`config.mk`:
```
export PLATFORM = sky130hd
export DESIGN_NAME = game_sequencer_flat
export DESIGN_NICKNAME = d
export VERILOG_FILES = /design/src/rtl/game_sequencer_pkg.sv /design/src/rtl/game_sequencer_if.sv /design/src/rtl/game_sequencer_debounce.sv /design/src/rtl/game_sequencer.sv /design/src/flat_wrapper.sv
export SDC_FILE = /design/constraint.sdc
export NUM_CORES = 1
export LEC_CHECK = 0
export BUFFER_PORTS_ARGS = -buffer_cell sky130_fd_sc_hd__buf_2
export CAP_MARGIN = 10
export CORE_UTILIZATION = 45
export CTS_CLUSTER_DIAMETER = 100
export DETAILED_ROUTE_END_ITERATION = 7
export HOLD_SLACK_MARGIN = 0.12
export PLACE_DENSITY = 0.71
export RECOVER_POWER = 100
export SLEW_MARGIN = 10
export SYNTH_ARGS = -nofsm -noshare
export SYNTH_HDL_FRONTEND = slang
export SYNTH_SLANG_ARGS = --single-unit
```
`constraint.sdc`:
```
create_clock -name clk -period 5.1 [get_ports clk]
set_clock_uncertainty 0.05 [all_clocks]
set_input_delay 0.51 -clock clk [delete_from_list [all_inputs] [get_ports clk]]
set_output_delay 0.51 -clock clk [all_outputs]
set_load 0.005 [all_outputs]
```
`src/rtl/game_sequencer_pkg.sv`:
```
// Shared types and widths for the game sequencer.
// The state encoding is visible on the o_state port.
package game_seq_pkg;

    typedef enum logic [1:0] {
        ST_IDLE  = 2'd0,
        ST_RUN   = 2'd1,
        ST_PAUSE = 2'd2,
        ST_OVER  = 2'd3
    } state_t;

    localparam int FRAME_CNT_W = 16;

endpackage

```
`src/rtl/game_sequencer_if.sv`:
```
// Signal bundle between the sequencer and its neighbours:
// display timing, button, engine flags and engine controls.
interface game_sequencer_if #(
    parameter int UNSAFE_FRAMES_MAX = 60
) ();
    import game_seq_pkg::*;

    localparam int UNSAFE_W = $clog2(UNSAFE_FRAMES_MAX + 1);

    logic [10:0]            i_h_coord;
    logic [9:0]             i_v_coord;
    logic                   i_disp_enbl;
    logic                   i_btn_center;
    logic                   i_is_safe;
    state_t                 o_state;
    logic                   o_engine_step;
    logic                   o_engine_clear;
    logic [FRAME_CNT_W-1:0] o_frame_cnt;
    logic [UNSAFE_W-1:0]    o_unsafe_cnt;

    modport master (
        input  i_h_coord,
        input  i_v_coord,
        input  i_disp_enbl,
        input  i_btn_center,
        input  i_is_safe,
        output o_state,
        output o_engine_step,
        output o_engine_clear,
        output o_frame_cnt,
        output o_unsafe_cnt
    );

    modport slave (
        output i_h_coord,
        output i_v_coord,
        output i_disp_enbl,
        output i_btn_center,
        output i_is_safe,
        input  o_state,
        input  o_engine_step,
        input  o_engine_clear,
        input  o_frame_cnt,
        input  o_unsafe_cnt
    );

endinterface

```
`src/rtl/game_sequencer_debounce.sv`:
```
// Button synchroniser and debouncer with a registered press pulse.
// Only a 0->1 change of the stable level produces press_evt.
module btn_debounce #(
    parameter int DEBOUNCE_CYCLES = 16
) (
    input  logic clk,
    input  logic arst,
    input  logic btn,
    output logic level,
    output logic press_evt
);

    localparam int CNT_W =
        (DEBOUNCE_CYCLES > 1) ? $clog2(DEBOUNCE_CYCLES) : 1;
    localparam logic [CNT_W-1:0] CNT_LAST =
        CNT_W'(DEBOUNCE_CYCLES - 1);

    logic [1:0]       sync_q;
    logic [CNT_W-1:0] cnt_q;
    logic             level_q;
    logic             evt_q;
    logic             differ;
    logic             accept;

    assign differ = sync_q[1] ^ level_q;
    assign accept = differ && (cnt_q == CNT_LAST);

    always_ff @(posedge clk or posedge arst) begin
        if (arst) begin
            sync_q  <= '0;
            cnt_q   <= '0;
            level_q <= 1'b0;
            evt_q   <= 1'b0;
        end else begin
            sync_q <= {sync_q[0], btn};
            evt_q  <= accept && !level_q;
            if (!differ) begin
                cnt_q <= '0;
            end else if (accept) begin
                cnt_q   <= '0;
                level_q <= ~level_q;
            end else begin
                cnt_q <= cnt_q + 1'b1;
            end
        end
    end

    assign level     = level_q;
    assign press_evt = evt_q;

endmodule

```
`src/rtl/game_sequencer.sv`:
```
// Game controller: frame tick, button handling, run/pause/over FSM,
// engine step/clear strobes and the unsafe-frame game-over counter.
module game_sequencer
    import game_seq_pkg::*;
#(
    parameter int SCREEN_WIDTH      = 800,
    parameter int SCREEN_HEIGHT     = 600,
    parameter int DEBOUNCE_CYCLES   = 16,
    parameter int FRAME_DIV         = 1,
    parameter int UNSAFE_FRAMES_MAX = 60
) (
    input logic              clk,
    input logic              arst,
    game_sequencer_if.master bus
);

    localparam int DIV_W =
        (FRAME_DIV > 1) ? $clog2(FRAME_DIV) : 1;
    localparam int UNSAFE_W = $clog2(UNSAFE_FRAMES_MAX + 1);

    localparam logic [DIV_W-1:0] DIV_LAST =
        DIV_W'(FRAME_DIV - 1);
    localparam logic [UNSAFE_W-1:0] UNSAFE_LAST =
        UNSAFE_W'(UNSAFE_FRAMES_MAX);
    localparam logic [10:0] H_LAST = 11'(SCREEN_WIDTH - 1);
    localparam logic [9:0]  V_LAST = 10'(SCREEN_HEIGHT - 1);

    logic btn_level;
    logic press_evt;
    logic press;
    logic frame_tick;

    state_t                 state_q, state_d;
    logic                   step_q, step_d;
    logic                   clear_q, clear_d;
    logic [DIV_W-1:0]       div_q, div_d;
    logic [FRAME_CNT_W-1:0] frame_q, frame_d;
    logic [UNSAFE_W-1:0]    unsafe_q, unsafe_d;
    logic [UNSAFE_W-1:0]    unsafe_inc;

    btn_debounce #(
        .DEBOUNCE_CYCLES(DEBOUNCE_CYCLES)
    ) u_btn (
        .clk       (clk),
        .arst      (arst),
        .btn       (bus.i_btn_center),
        .level     (btn_level),
        .press_evt (press_evt)
    );

    // press_evt fires on the edge the level rises, so both are high together
    assign press = press_evt & btn_level;

    always_ff @(posedge clk or posedge arst) begin
        if (arst) begin
            frame_tick <= 1'b0;
        end else begin
            frame_tick <= bus.i_disp_enbl
                       && (bus.i_h_coord == H_LAST)
                       && (bus.i_v_coord == V_LAST);
        end
    end

    assign unsafe_inc = (unsafe_q == UNSAFE_LAST)
                      ? unsafe_q
                      : unsafe_q + 1'b1;

    always_comb begin
        state_d  = state_q;
        step_d   = 1'b0;
        clear_d  = 1'b0;
        div_d    = div_q;
        frame_d  = frame_q;
        unsafe_d = unsafe_q;

        unique case (state_q)
            ST_IDLE: begin
                if (press) begin
                    state_d = ST_RUN;
                    clear_d = 1'b1;
                end
            end
            ST_RUN: begin
                if (press) begin
                    state_d = ST_PAUSE;
                end else if (frame_tick) begin
                    if (div_q == DIV_LAST) begin
                        div_d   = '0;
                        step_d  = 1'b1;
                        frame_d = frame_q + 1'b1;
                        if (bus.i_is_safe) begin
                            unsafe_d = '0;
                        end else begin
                            unsafe_d = unsafe_inc;
                            if (unsafe_inc == UNSAFE_LAST) begin
                                state_d = ST_OVER;
                            end
                        end
                    end else begin
                        div_d = div_q + 1'b1;
                    end
                end
            end
            ST_PAUSE: begin
                if (press) begin
                    state_d = ST_RUN;
                end
            end
            ST_OVER: begin
                if (press) begin
                    state_d = ST_RUN;
                    clear_d = 1'b1;
                end
            end
        endcase

        if (clear_d) begin
            frame_d  = '0;
            unsafe_d = '0;
            div_d    = '0;
        end
    end

    always_ff @(posedge clk or posedge arst) begin
        if (arst) begin
            state_q  <= ST_IDLE;
            step_q   <= 1'b0;
            clear_q  <= 1'b0;
            div_q    <= '0;
            frame_q  <= '0;
            unsafe_q <= '0;
        end else begin
            state_q  <= state_d;
            step_q   <= step_d;
            clear_q  <= clear_d;
            div_q    <= div_d;
            frame_q  <= frame_d;
            unsafe_q <= unsafe_d;
        end
    end

    assign bus.o_state        = state_q;
    assign bus.o_engine_step  = step_q;
    assign bus.o_engine_clear = clear_q;
    assign bus.o_frame_cnt    = frame_q;
    assign bus.o_unsafe_cnt   = unsafe_q;

endmodule
```
`src/flat_wrapper.sv`:
```
// flat-port wrapper written by rule: the top's interface ports become plain ports
module game_sequencer_flat import game_seq_pkg::*;
#(
    parameter int SCREEN_WIDTH      = 800,
    parameter int SCREEN_HEIGHT     = 600,
    parameter int DEBOUNCE_CYCLES   = 16,
    parameter int FRAME_DIV         = 1,
    parameter int UNSAFE_FRAMES_MAX = 60
)
  (clk, arst, bus_i_h_coord, bus_i_v_coord, bus_i_disp_enbl, bus_i_btn_center, bus_i_is_safe, bus_o_state, bus_o_engine_step, bus_o_engine_clear, bus_o_frame_cnt, bus_o_unsafe_cnt);
  game_sequencer_if #(.UNSAFE_FRAMES_MAX(UNSAFE_FRAMES_MAX)) bus_i ();
  input logic clk;
  input logic arst;
  input wire logic [$bits(bus_i.i_h_coord)-1:0] bus_i_h_coord;
  input wire logic [$bits(bus_i.i_v_coord)-1:0] bus_i_v_coord;
  input wire logic [$bits(bus_i.i_disp_enbl)-1:0] bus_i_disp_enbl;
  input wire logic [$bits(bus_i.i_btn_center)-1:0] bus_i_btn_center;
  input wire logic [$bits(bus_i.i_is_safe)-1:0] bus_i_is_safe;
  output wire logic [$bits(bus_i.o_state)-1:0] bus_o_state;
  output wire logic [$bits(bus_i.o_engine_step)-1:0] bus_o_engine_step;
  output wire logic [$bits(bus_i.o_engine_clear)-1:0] bus_o_engine_clear;
  output wire logic [$bits(bus_i.o_frame_cnt)-1:0] bus_o_frame_cnt;
  output wire logic [$bits(bus_i.o_unsafe_cnt)-1:0] bus_o_unsafe_cnt;
  assign bus_i.i_h_coord = bus_i_h_coord;
  assign bus_i.i_v_coord = bus_i_v_coord;
  assign bus_i.i_disp_enbl = bus_i_disp_enbl;
  assign bus_i.i_btn_center = bus_i_btn_center;
  assign bus_i.i_is_safe = bus_i_is_safe;
  assign bus_o_state = bus_i.o_state;
  assign bus_o_engine_step = bus_i.o_engine_step;
  assign bus_o_engine_clear = bus_i.o_engine_clear;
  assign bus_o_frame_cnt = bus_i.o_frame_cnt;
  assign bus_o_unsafe_cnt = bus_i.o_unsafe_cnt;
  game_sequencer #(.SCREEN_WIDTH(SCREEN_WIDTH), .SCREEN_HEIGHT(SCREEN_HEIGHT), .DEBOUNCE_CYCLES(DEBOUNCE_CYCLES), .FRAME_DIV(FRAME_DIV), .UNSAFE_FRAMES_MAX(UNSAFE_FRAMES_MAX)) u_core (.clk(clk), .arst(arst), .bus(bus_i));
endmodule
```
* Word-level counts from Yosys, hierarchy flattened
Index checks and enable logic that the tools add are counted.
** Storage, ports and cells
- Register bits after elaboration :: 36
- Input bits :: 26
- Output and inout port bits :: 26
** Operators by class
- Equal/unequal tests :: 15
- Bitwise gates (word level) :: 3
- Muxes and demuxes :: 32
- Reductions and logical operators :: 14
- Add/sub/neg operators :: 4
** Operators by type and width (number)
- 16-bit two-way mux :: 5
- 6-bit two-way mux :: 7
- 16-bit by 1-bit adder with 16-bit output (second input constant) :: 1
- 6-bit == test (second input constant) :: 2
- 2-bit two-way mux :: 6
- 11-bit by 10-bit == test with 1-bit output (second input constant) :: 1
- 1-bit two-way mux :: 11
- 10-bit == test (second input constant) :: 1
- 4-bit two-way mux :: 2
- 6-bit by 1-bit adder with 6-bit output (second input constant) :: 1
- 3-bit by 1-bit != test with 1-bit output (second input constant) :: 2
- 3-bit by 2-bit != test with 1-bit output (second input constant) :: 2
- 5-bit AND reduction :: 1
- 4-bit by 1-bit adder with 4-bit output (second input constant) :: 1
- 2-bit == test (second input constant) :: 2
- 4-bit == test (second input constant) :: 1
- 1-bit logical AND :: 4
- 2-bit by 1-bit != test with 1-bit output (second input constant) :: 2
- 2-bit one-hot mux with 2 select lines :: 1
- 4-bit AND reduction :: 1
- 2-bit nonzero test :: 2
- 3-bit AND reduction :: 1
- 3-bit OR reduction :: 1
- 2-bit by 1-bit == test with 1-bit output (second input constant) :: 1
- 9 further kinds :: 9

* Longest topological paths before layout
Gate-level depths: netlist of the first run.
- Depth in word-level cells :: 9
- Gate-level depth with buffers :: 9
- Gate-level depth less buffers :: 8

* Modules after synthesis
Synthesis of the first run repeated with hierarchy kept, for this count alone.
** Unflattened totals
- Cells, all modules :: 179
- Area total of the unflattened synthesis :: 1858.0 um2
** By module, submodules not included
- game_sequencer :: times used 1, cells each 158, sequential area each 675.6 um2, area each 1550.2 um2
- btn_debounce :: times used 1, cells each 21, sequential area each 200.2 um2, area each 307.8 um2

* Worst setup path after synthesis of the first run
Ideal clock, no wire load.
- Path kind :: flip-flop to flip-flop
- Start point :: reg u_core.unsafe_q[0], in the netlist u_core.bus.o_unsafe_cnt[0]
- End point :: reg u_core.state_q[0], in the netlist u_core.bus.o_state[0]
- Cell stages (with the launch flop) :: 7
- Setup slack :: 3333 ps
- Setup time :: 78 ps
- Arrival time :: 1639 ps
- Data required time :: 4972 ps
- Cells stage by stage :: dfrtp_1 > inv_1 > ha_1 > or3_1 > a2111oi_1 > o21ai_1 > a21boi_1
** On the way
- Word-level cells in the longest chain between the ends :: 5
- Elaborated cells on any way between the ends :: 6
** Ends and longest elaborated chain
- from (decl) :: RTL line game_sequencer.sv:38 : logic [UNSAFE_W-1:0] unsafe_q, unsafe_d;
- from (signal assigned) :: RTL line game_sequencer.sv:138 : unsafe_q <= unsafe_d;
- 6-bit by 1-bit adder with 6-bit output or 6-bit == test (tied branches) :: RTL line game_sequencer.sv:66, game_sequencer.sv:64
- 6-bit two-way mux * :: RTL line game_sequencer.sv:65 : ? unsafe_q
- 6-bit == test * :: RTL line game_sequencer.sv:95 : if (unsafe_inc == UNSAFE_LAST) begin
- 3-bit by 1-bit != test with 1-bit output (no line) *
- 5-bit AND reduction (no line) *
- to (signal assigned) :: RTL line game_sequencer.sv:133 : state_q <= state_d;
- to (decl) :: RTL line game_sequencer.sv:33 : state_t state_q, state_d;
Mark *: on every way between the ends. The rest lies on a longest branch, timed or not.
A chain may end at the register's enable or synchronous reset.

* Worst setup path in the final report of the first run
- Start point :: reg u_core.state_q[0], in the netlist u_core.bus.o_state[0]
- End point :: reg u_core.frame_q[8], in the netlist u_core.bus.o_frame_cnt[8]
** On the way
- Word-level cells in the longest chain between the ends :: 5
- Elaborated cells on any way between the ends :: 11
** Ends and longest elaborated chain
- 2-bit == test or 2-bit logical NOT (tied branches) :: RTL line game_sequencer.sv:76 : unique case (state_q)
- 2-bit OR reduction (no line)
- 1-bit two-way mux
- 2-bit != test (no line) (tied with other cells)
- 4-bit AND reduction (no line)
- to (signal assigned) :: RTL line game_sequencer.sv:137 : frame_q <= frame_d;
- to (decl) :: RTL line game_sequencer.sv:37 : logic [FRAME_CNT_W-1:0] frame_q, frame_d;
Parallel ways exist; a longest one is shown, timed or not.

==> results_dict.tcl, run 1 <==
set metrics [dict create \
    outcome "finished with violations" \
    violations "max-capacitance violations, max-slew violations" \
    power.leakage_nw 1.06 \
    synth_fa_ha_area_share_pct 3.50 \
    synth_top_area_share_pct 49.0 \
    die_y_um 65.1 \
    fmaxAchievable_mhz 372 \
    synth_edf_count 0 \
    postPlaceCellArea_um2 2090 \
    drc 0 \
    worst_pin_slew_ns 1.84 \
    p_per_area_nw_per_um2 241 \
    ir_drop_mv 0.162 \
    syn_to_final_growth_pct 20.8 \
    synth_mux_area_share_pct 0.629 \
    max_cap_viol_count 1 \
    root_buffer "clkbuf_8" \
    setup_ws_ns 2.41 \
    routed_wl_um 3540 \
    ys.warnings.count 0 \
    finalHoldViolCount 0 \
    cts_resized 0 \
    drt-initial-drc-count 87 \
    clk_latency_ns 0.28 \
    antenna_found_initial 0 \
    grt_pass1_wl_um 6070 \
    gp_congestion 0.778 \
    top_level_ports 52 \
    viasPerCell 5.33 \
    ys_seq_area_share_pct 49.0 \
    finalPower_uw 521 \
    vias 1502 \
    placed_cells 274 \
    cp_data_arrival_time_ns 2.79 \
    endpoint_kind "flip-flop" \
    synth_area_leaders "dfrtp_1 49%, xnor2_1 5.4%, nor2_1 4.2%, ha_1 3.5%, nand2_1 3.1%" \
    final_cell_mix "44 x buf_2, 35 x dfrtp_1, 20 x nor2_1" \
    synth_compound_gate_area_share_pct 10.0 \
    synth_simple_gate_area_share_pct 26.5 \
    cts.path.max_buffers 2 \
    multi_input_area_um2 845 \
    rows 22 \
    synth_flop_cell "dfrtp_1" \
    drive_gt1_share_pct 23.9 \
    startpoint_type "flip-flop" \
    yosys.area.top_type "dfrtp_1" \
    synth_top_family_by_area "simple AND/OR/NAND/NOR gates" \
    clk_pin_slew_ns 0.07 \
    required_ns 5.20 \
    relSlewSlack_pct -22.8 \
    finalCritPeriodShare_pct 52.7 \
    synth_fp_nets 208 \
    ant_nets 0 \
    die_w_um 65.1 \
    grt_overflow_total 0 \
    grt_setup_unrepaired "no" \
    drt-pass1-iter-count 4 \
    avgSynthCellArea_um2 10.1 \
    synth_area_um2 1790 \
    grt_max_degree 36 \
    dp_slack_ns 2.88 \
    routedWlPerCell_um 12.6 \
    synth-xor-area-share_pct 7.83 \
    layout.cells.non_filler 282 \
    die_area_um2 4230 \
    cts_tree "built" \
    final_common_cell "buf_2" \
    nets 264 \
    cts-htree-levels 2 \
    min_period_ns 2.69 \
    worst-path-max-fanout 18 \
    diodes 0 \
    regArea_um2 876 \
    async_flop_share_pct 100 \
    numClockSinks 35 \
    portBuffers 51 \
    syn-instance-count 177 \
    setup.worst_path.class "flip-flop to flip-flop" \
    setup-tns-final_ns 0 \
    synth_cell_type_count 42 \
    initial_core_util_pct 47.8 \
    hpwlAfterDp_um 2500 \
    finalInstanceArea_um2 2160 \
    globalRouteTotalUtil_pct 18.6 \
    cts_inserted_buffers 5 \
    hold_buffers 0 \
    slew_viol_final 36 \
    coreArea_um2 3740 \
    synth_seq_cells 35 \
    grt_pass1_vias 1410 \
    hold_class "input port to flip-flop" \
    setup_viol 0 \
    cts_setup_buffers 0 \
    n_fill_cell 336 \
]
-- cell usage after synthesis (all sizes together) (3+ instances only) --
| cell | count |
|---|---|
| dfrtp | 35 |
| ha | 5 |
| xnor2 | 11 |
| nor4 | 7 |
| nor2b | 3 |
| nand4 | 6 |
| xor2 | 5 |
| inv | 7 |
| nand2 | 15 |
| and3 | 5 |
| o21ai | 10 |
| nor4b | 3 |
| a22o | 3 |
| nor2 | 20 |
| nand3 | 11 |
| a21oi | 5 |
-- cells by family after synthesis --
logic type / Yosys count
flip-flops: 35
AND/OR/NAND/NOR: 84
XOR/XNOR: 16
multiplexers: 1
adder cells (fa/ha/maj): 5
buffers and inverters: 10
AO/OA/AOI/OAI: 26
-- registers in the layout, summed over array words and instances (netlist names) --
name,cells
u_core.u_btn.level,1
u_core.bus.o_engine_clear,1
u_core.bus.o_frame_cnt,16
u_core.u_btn.sync_q,2
u_core.frame_tick,1
u_core.u_btn.press_evt,1
u_core.u_btn.cnt_q,4
u_core.bus.o_unsafe_cnt,6
u_core.bus.o_engine_step,1
u_core.bus.o_state,2
-- power breakdown --
group,leakage (nW),total [mW],switching (mW),internal (mW)
sequential,0.472,0.283,0.00231,0.280
clock,0.0505,0.218,0.0948,0.123
combinational,0.541,0.0206,0.0100,0.0106
-- layout make-up --
type	instances	area share (%)
inverters	7	1.22
multi-input cells	132	39.1
flip-flops and latches	35	40.5
repair buffers	52	11.6
clock inverters	1	0.347
clock buffers	7	4.46
well taps	48	2.78
-- worst paths after layout --
kind | from | end | slack, ns | cells past startpoint
worst max-delay path | u_core.bus.o_state[0] | u_core.bus.o_frame_cnt[8] | 2.41 | 6
worst min-delay path | bus_i_btn_center | u_core.u_btn.sync_q[0] | 0.28 | 1
worst max register to register | u_core.bus.o_state[0] | u_core.bus.o_frame_cnt[8] | 2.41 | 6
worst min register to register | u_core.u_btn.sync_q[0] | u_core.u_btn.sync_q[1] | 0.31 | 0
max in group asynchronous | arst | u_core.bus.o_unsafe_cnt[5] | 3.11 | 3
min in group asynchronous | arst | u_core.u_btn.cnt_q[2] | 0.81 | 3
-- critical path: stages, from the launching register on --
cell     delay (ns)
dfrtp_1        0.40
ha_1           0.30
and3_1         0.35
a21oi_1        1.04
nor3_1         0.14
xnor2_1        0.21
nor2_1         0.06
-- metal layers --
metal  share of wire, %  global-route usage [%]  vias to the layer above
li1                   -                       -                      751
met1                 48                    23.9                      687
met2                 45                    29.0                       57
met3                5.5                    5.11                        7
met4                1.6                    8.70                        0
met5                  0                       0                        -
-- through the flow --
step                      hold slack [ns]  util, %
after detailed placement            0.290     55.9
after CTS                           0.261     58.7
final                               0.279     57.7
after floorplan                     0.281        -
after global placement              0.284     55.9
after global routing                0.260     57.7
No activity file was read; power rests on OpenSTA's default activity.
==> run 2, diff against run 1 <==
--- a/config.mk
+++ b/config.mk
@@ -5,13 +5,14 @@
 export SDC_FILE = /design/constraint.sdc
 export NUM_CORES = 1
 export LEC_CHECK = 0
+export ABC_AREA = 1
 export BUFFER_PORTS_ARGS = -buffer_cell sky130_fd_sc_hd__buf_2
 export CAP_MARGIN = 10
 export CORE_UTILIZATION = 45
 export CTS_CLUSTER_DIAMETER = 100
 export DETAILED_ROUTE_END_ITERATION = 7
 export HOLD_SLACK_MARGIN = 0.12
-export PLACE_DENSITY = 0.71
+export PLACE_DENSITY = 0.7
 export RECOVER_POWER = 100
 export SLEW_MARGIN = 10
 export SYNTH_ARGS = -nofsm -noshare
==> constraint.sdc (replaced) <==
create_clock -name clk -period 2.6 [get_ports clk]
set_clock_uncertainty 0.05 [all_clocks]
set_input_delay 0.26 -clock clk [delete_from_list [all_inputs] [get_ports clk]]
set_output_delay 0.26 -clock clk [all_outputs]
set_load 0.005 [all_outputs]
==> run 2 against run 1 <==
Net effect:
- the run now ends clean
- setup slack got worse by 1.9 ns
- largest power group is now the clock network
- worst hold slack got worse by 0.13 ns
- fmax rose by 32%
- largest cell class unchanged
- die area rose by 6.2%
==> results_dict.tcl, run 2 <==
set metrics [dict create \
    power.switching_fraction_pct 19.4 \
    grt_pass1_wl_um 6840 \
    initial_core_util_pct 47.3 \
    async_flop_share_pct 100 \
    hold_buffers 2 \
    regArea_um2 876 \
    cp_num_cells 8 \
    timing.rr.start "u_core.bus.o_state[1]" \
    required_ns 2.76 \
    seq_power_share_pct 46.8 \
    p_int_uw 952 \
    ys_top_cells_by_count "53 x nand2_1, 35 x dfrtp_1, 34 x inv_1" \
    cts-htree-levels 2 \
    routed_wl_um 4140 \
    clk_latency_ns 0.29 \
    grt_max_degree 36 \
    setup-tns-final_ns 0 \
    fmaxAchievable_mhz 490 \
    min-delay-start "bus_i_h_coord[4]" \
    ir_drop_mv 0.265 \
    cp_cell_sequence "inv_1 > ha_1 > nand2_4 > nand2_1 > inv_1 > nor3b_2 > nand2_1 > a21oi_1" \
    grt_pass1_vias 1564 \
    cts_setup_buffers 0 \
    cts_tree "built" \
    root_buffer "clkbuf_8" \
    worst-path-max-fanout 14 \
    synth_edf_count 0 \
    n_fill_cell 399 \
    top_layer "met4" \
    worst_path_max_delay_cell "dfrtp_1" \
    portBuffers 51 \
    largest_reg_flops 16 \
    relSlewSlack_pct 43.8 \
    reg2reg_to "u_core.bus.o_frame_cnt[8]" \
    switching_power_uw 228 \
    endpoint_kind "flip-flop" \
    hold_end "u_core.frame_tick" \
    finalCritPeriodShare_pct 78.5 \
    multi_input_area_um2 841 \
    avgSynthCellArea_um2 7.84 \
    worst_pin_slew_ns 0.843 \
    globalRouteTotalUtil_pct 20.4 \
    setup.worst_path.class "flip-flop to flip-flop" \
    numClockSinks 35 \
    ys_seq_area_share_pct 46.0 \
    cp_slowest_stage_delay_ns 0.38 \
    wl_met1_um 1990 \
    dp_slack_ns 0.857 \
    top_level_ports 52 \
    setup_viol 0 \
    hpwlAfterDp_um 3060 \
    final_common_cell "nand2_1" \
    p_per_area_nw_per_um2 509 \
    dr_wl_met3_um 232 \
    synth_most_common_cell "nand2_1" \
    r2r_slack_ns 0.56 \
    pwr-share-comb_pct 3.4 \
    drt-pass1-iter-count 4 \
    syn-instance-count 243 \
    synth_seq_cells 35 \
    rows 23 \
    drt-initial-drc-count 134 \
    yosys.area.top_type "dfrtp_1" \
    diodes 0 \
    wl_met2_um 1870 \
    startpoint_type "flip-flop" \
    cts_resized 0 \
    syn_to_final_growth_pct 21.8 \
    antenna_found_initial 0 \
    finalHoldViolCount 0 \
    ys.warnings.count 0 \
    synth_cell_type_count 28 \
    die_w_um 67.1 \
    cts.path.max_buffers 2 \
    final_cell_mix "56 x nand2_1, 36 x inv_1, 35 x dfrtp_1" \
    grt_setup_unrepaired "no" \
    power.leakage_nw 1.23 \
    critPathBufInv 2 \
    nets 332 \
    synth_flop_cell "dfrtp_1" \
    gp_congestion 0.894 \
    synth_area_um2 1900 \
    vias 1760 \
    grt_overflow_total 0 \
    holdWs_ns 0.147 \
    hold_class "input port to flip-flop" \
    cts_inserted_buffers 5 \
    synth_top_area_share_pct 46.0 \
    viasPerCell 5.00 \
    reg2reg_depth 8 \
    crit_family "simple AND/OR/NAND/NOR gates" \
    ant_nets 0 \
    p_clk_share_pct 49.8 \
    cp_data_arrival_time_ns 2.20 \
    max_cap_viol_count 0 \
    slew_viol_final 0 \
    die_y_um 67.1 \
    setup_ws_ns 0.559 \
    drc 0 \
    min_period_ns 2.04 \
    drive_gt1_share_pct 15.9 \
    coreArea_um2 4030 \
    final_util_pct 57.6 \
    min_delay_path_depth 3 \
    outcome "finished clean" \
    synth_fp_nets 274 \
    clk_pin_slew_ns 0.08 \
    routedWlPerCell_um 11.7 \
    synth_area_leaders "dfrtp_1 46%, nand2_1 10%, inv_1 6.7%, nor2_1 4.9%, nand3_1 4.7%" \
    die_area_um2 4500 \
]
-- run 2: changes by cell type in the layout (fill, tap and decap cells not counted), sizes merged, moves of 8 or more --
cell	change
nand2	+43
inv	+30
buf	-12
clkbuf	+10
xnor2	-9
nand3	+8
nor2	+8
nor3	+8
-- run 2: stage by stage --
step	area [um2]	std cells	power, mW
floorplan	1900	243	0.579
global placement	2220	342	0.602
detailed placement	2220	342	0.603
CTS	2370	352	1.19
global route	2320	352	1.22
finish	2320	352	1.18
-- run 2: how the worst max path moves through the flow --
| stage | to | from |
|---|---|---|
| after floorplan | u_core.bus.o_frame_cnt[8] | u_core.bus.o_frame_cnt[0] |
| after global placement | u_core.bus.o_frame_cnt[13] | u_core.bus.o_state[1] |
| after detailed placement | u_core.bus.o_frame_cnt[13] | u_core.bus.o_state[1] |
| after CTS | u_core.bus.o_frame_cnt[13] | u_core.bus.o_state[1] |
| after global routing | u_core.bus.o_frame_cnt[8] | u_core.bus.o_state[1] |
| final | u_core.bus.o_frame_cnt[8] | u_core.bus.o_state[1] |
-- run 2: worst reg2reg max path: cells and delay by family (launching register included) --
kind | cells | cell delay (ns)
AOI/OAI and AO/OA | 1 | 0.14
buffers and inverters | 2 | 0.25
and+or+nand+nor | 4 | 0.83
adders and majority gates | 1 | 0.32
DFF | 1 | 0.38
-- run 2: final cells by class --
cell class | count | share of cell area (%)
Timing Repair Buffer | 54 | 11.1
Clock buffer | 5 | 2.97
Multi-Input combinational cell | 167 | 36.2
Sequential cell | 35 | 37.8
Inverter | 38 | 6.36
Tap cell | 50 | 2.70
Clock inverter | 3 | 2.91
-- run 2: power by group through the flow --
| stage | logic [mW] | clock network (mW) | registers, mW |
|---|---|---|---|
| 6_report | 0.0405 | 0.587 | 0.552 |
| 5_1_grt | 0.0470 | 0.624 | 0.553 |
| 4_1_cts | 0.0425 | 0.597 | 0.552 |
| 3_5_place_dp | 0.0403 | 0 | 0.563 |
| 3_3_place_gp | 0.0392 | 0 | 0.563 |
| 2_1_floorplan | 0.0165 | 0 | 0.562 |
-- run 2: layer usage --
| metal | GRT usage [%] | vias to the layer above |
|---|---|---|
| li1 | - | 905 |
| met1 | 26.5 | 794 |
| met2 | 33.4 | 56 |
| met3 | 5.14 | 5 |
| met4 | 4.79 | 0 |
| met5 | 0 | - |
-- run 2: cell families (layout without fill, tap and decap cells) --
group	Yosys count	count (layout)	synth area share, %
and+or+nand+nor	132	132	33.1
buffers and inverters	41	100	8.41
DFF	35	35	46.0
AOI/OAI and AO/OA	26	26	7.36
adders and majority gates	5	5	3.29
xor gates and xnor gates	4	4	1.84
==> run 3, diff against run 2 <==
--- a/config.mk
+++ b/config.mk
@@ -12,7 +12,7 @@
 export CTS_CLUSTER_DIAMETER = 100
 export DETAILED_ROUTE_END_ITERATION = 7
 export HOLD_SLACK_MARGIN = 0.12
-export PLACE_DENSITY = 0.7
+export PLACE_DENSITY = 0.73
 export RECOVER_POWER = 100
 export SLEW_MARGIN = 10
 export SYNTH_ARGS = -nofsm -noshare
==> constraint.sdc (replaced) <==
create_clock -name clk -period 1.8 [get_ports clk]
set_clock_uncertainty 0.05 [all_clocks]
set_input_delay 0.18 -clock clk [delete_from_list [all_inputs] [get_ports clk]]
set_output_delay 0.18 -clock clk [all_outputs]
set_load 0.005 [all_outputs]
==> run 3 against run 2 <==
Net effect:
- sequential power increased by 45%
- final area rose by 4.5%
- sequential share of layout area fell by 1.6 points
- total power is 17% higher
- critical endpoint unchanged
- critical path type unchanged
- clock-buffer cell count up 1
- via count grew 4.7%
- highest routed layer unchanged
==> results_dict.tcl, run 3 (synthesized netlist as in run 2, its figures left out) <==
set metrics [dict create \
    setup_ws_ns 0.129 \
    initial_core_util_pct 47.3 \
    syn_to_final_growth_pct 27.3 \
    globalRouteTotalUtil_pct 21.8 \
    top_level_ports 52 \
    ir_drop_mv 0.473 \
    reg2reg_depth 8 \
    largest_reg_flops 16 \
    root_buffer "clkbuf_8" \
    p_per_area_nw_per_um2 570 \
    numClockSinks 35 \
    placed_cells 345 \
    die_y_um 67.1 \
    outcome "finished clean" \
    ant_nets 0 \
    setup.worst_path.class "flip-flop to flip-flop" \
    cts-htree-levels 2 \
    max_cap_viol_count 0 \
    vias 1842 \
    antenna_found_initial 0 \
    worst_pin_slew_ns 0.868 \
    seq_power_share_pct 57.8 \
    cp_data_arrival_time_ns 1.84 \
    startpoint_type "flip-flop" \
    worst-path-max-fanout 13 \
    drc 0 \
    grt_pass1_vias 1706 \
    dp_slack_ns 0.0866 \
    fmaxAchievable_mhz 599 \
    routedWlPerCell_um 12.1 \
    viasPerCell 5.10 \
    grt_max_degree 36 \
    finalCritPeriodShare_pct 92.8 \
    min_delay_path_depth 6 \
    setup-tns-final_ns 0 \
    pwr-share-comb_pct 5.0 \
    diodes 0 \
    drt-initial-drc-count 127 \
    clk_latency_ns 0.28 \
    finalHoldViolCount 0 \
    relSlewSlack_pct 42.1 \
    cts_inserted_buffers 5 \
    layout.cells.non_filler 361 \
    coreArea_um2 4030 \
    setup_viol 0 \
    die_w_um 67.1 \
    switching_power_uw 294 \
    nets 343 \
    finalInstanceArea_um2 2420 \
    cts.path.max_buffers 2 \
    power.leakage_nw 1.28 \
    routed_wl_um 4370 \
    min_period_ns 1.67 \
    grt_overflow_total 0 \
    p_int_mw 1.09 \
    rows 23 \
    clk_pin_slew_ns 0.07 \
    hold_class "input port to flip-flop" \
    power.switching_fraction_pct 21.3 \
    die_area_um2 4500 \
    cts_tree "built" \
    portBuffers 51 \
    holdWs_ns 0.202 \
    p_clk_share_pct 37.2 \
    gp_congestion 0.832 \
    drive_gt1_share_pct 21.9 \
    slew_viol_final 0 \
    required_ns 1.96 \
    postPlaceCellArea_um2 2240 \
    hpwlAfterDp_um 3130 \
    drt-pass1-iter-count 4 \
    endpoint_kind "flip-flop" \
    grt_pass1_wl_um 7220 \
    final_cell_mix "53 x nand2_1, 38 x buf_2, 35 x dfrtp_1" \
    final_common_cell "nand2_1" \
]
-- run 3: changes by cell type in the layout (fill, tap and decap cells not counted), moves of 3 or more --
cell	previous run	this run
buf_2	32	38
dlygate4sd3_1	2	8
buf_4	0	4
clkbuf_1	19	15
nand2_1	56	53
-- run 3: repair_timing --
item                                   in CTS  in global routing
buffers inserted                            0                  2
setup endpoints to repair                   0                  7
hold buffers                                8                  0
endpoints found under the hold margin      37                  0
gates resized for setup                     0                  7
-- run 3: routing by layer --
metal	part of all wire (%)	routed length, um	vias up	GRT usage [%]
li1	-	-	932	-
met1	44	1910	832	27.2
met2	48	2110	71	35.9
met3	6.5	282	7	4.79
met4	1.4	59	0	8.51
met5	0	0	-	0
-- run 3: final timing paths --
| path | startpoint | endpoint | slack (ns) |
|---|---|---|---|
| max | u_core.bus.o_state[1] | u_core.bus.o_frame_cnt[8] | 0.13 |
| min | bus_i_v_coord[3] | u_core.frame_tick | 0.20 |
| max reg2reg | u_core.bus.o_state[1] | u_core.bus.o_frame_cnt[8] | 0.13 |
| min reg2reg | u_core.u_btn.sync_q[0] | u_core.u_btn.sync_q[1] | 0.30 |
| max in group asynchronous | arst | u_core.bus.o_frame_cnt[7] | 0.51 |
| min in group asynchronous | arst | u_core.bus.o_frame_cnt[12] | 0.65 |
-- run 3: per-stage QoR --
step | total power, mW | utilization [%]
after global routing | 1.43 | 60.2
after detailed placement | 0.872 | 55.6
final | 1.38 | 60.2
after floorplan | 0.836 | -
after global placement | 0.870 | 55.6
after CTS | 1.40 | 59.4
-- run 3: worst max-delay path: stages (launching register included) --
cell and delay (ns):
dfrtp_1 0.38, inv_1 0.06, ha_2 0.35, nand2_4 0.12, nand2_4 0.12, inv_2 0.08
nor3b_4 0.23, nand2_1 0.08, a21oi_1 0.14
-- run 3: final cells by class --
class / instances / area (um2)
flip-flops and latches: 35 / 876
repair buffers: 65 / 358
fillers: 393 / 1610
multi-input cells: 167 / 907
inverters: 38 / 148
clock buffers: 6 / 72.6
well taps: 50 / 62.6
-- run 3: power by group through the flow --
stage | clock network (mW) | registers, mW | logic (mW)
final | 0.513 | 0.799 | 0.0691
after global routing | 0.556 | 0.799 | 0.0776
after CTS | 0.529 | 0.798 | 0.0698
after detailed placement | 0 | 0.813 | 0.0591
after global placement | 0 | 0.813 | 0.0568
after floorplan | 0 | 0.812 | 0.0238
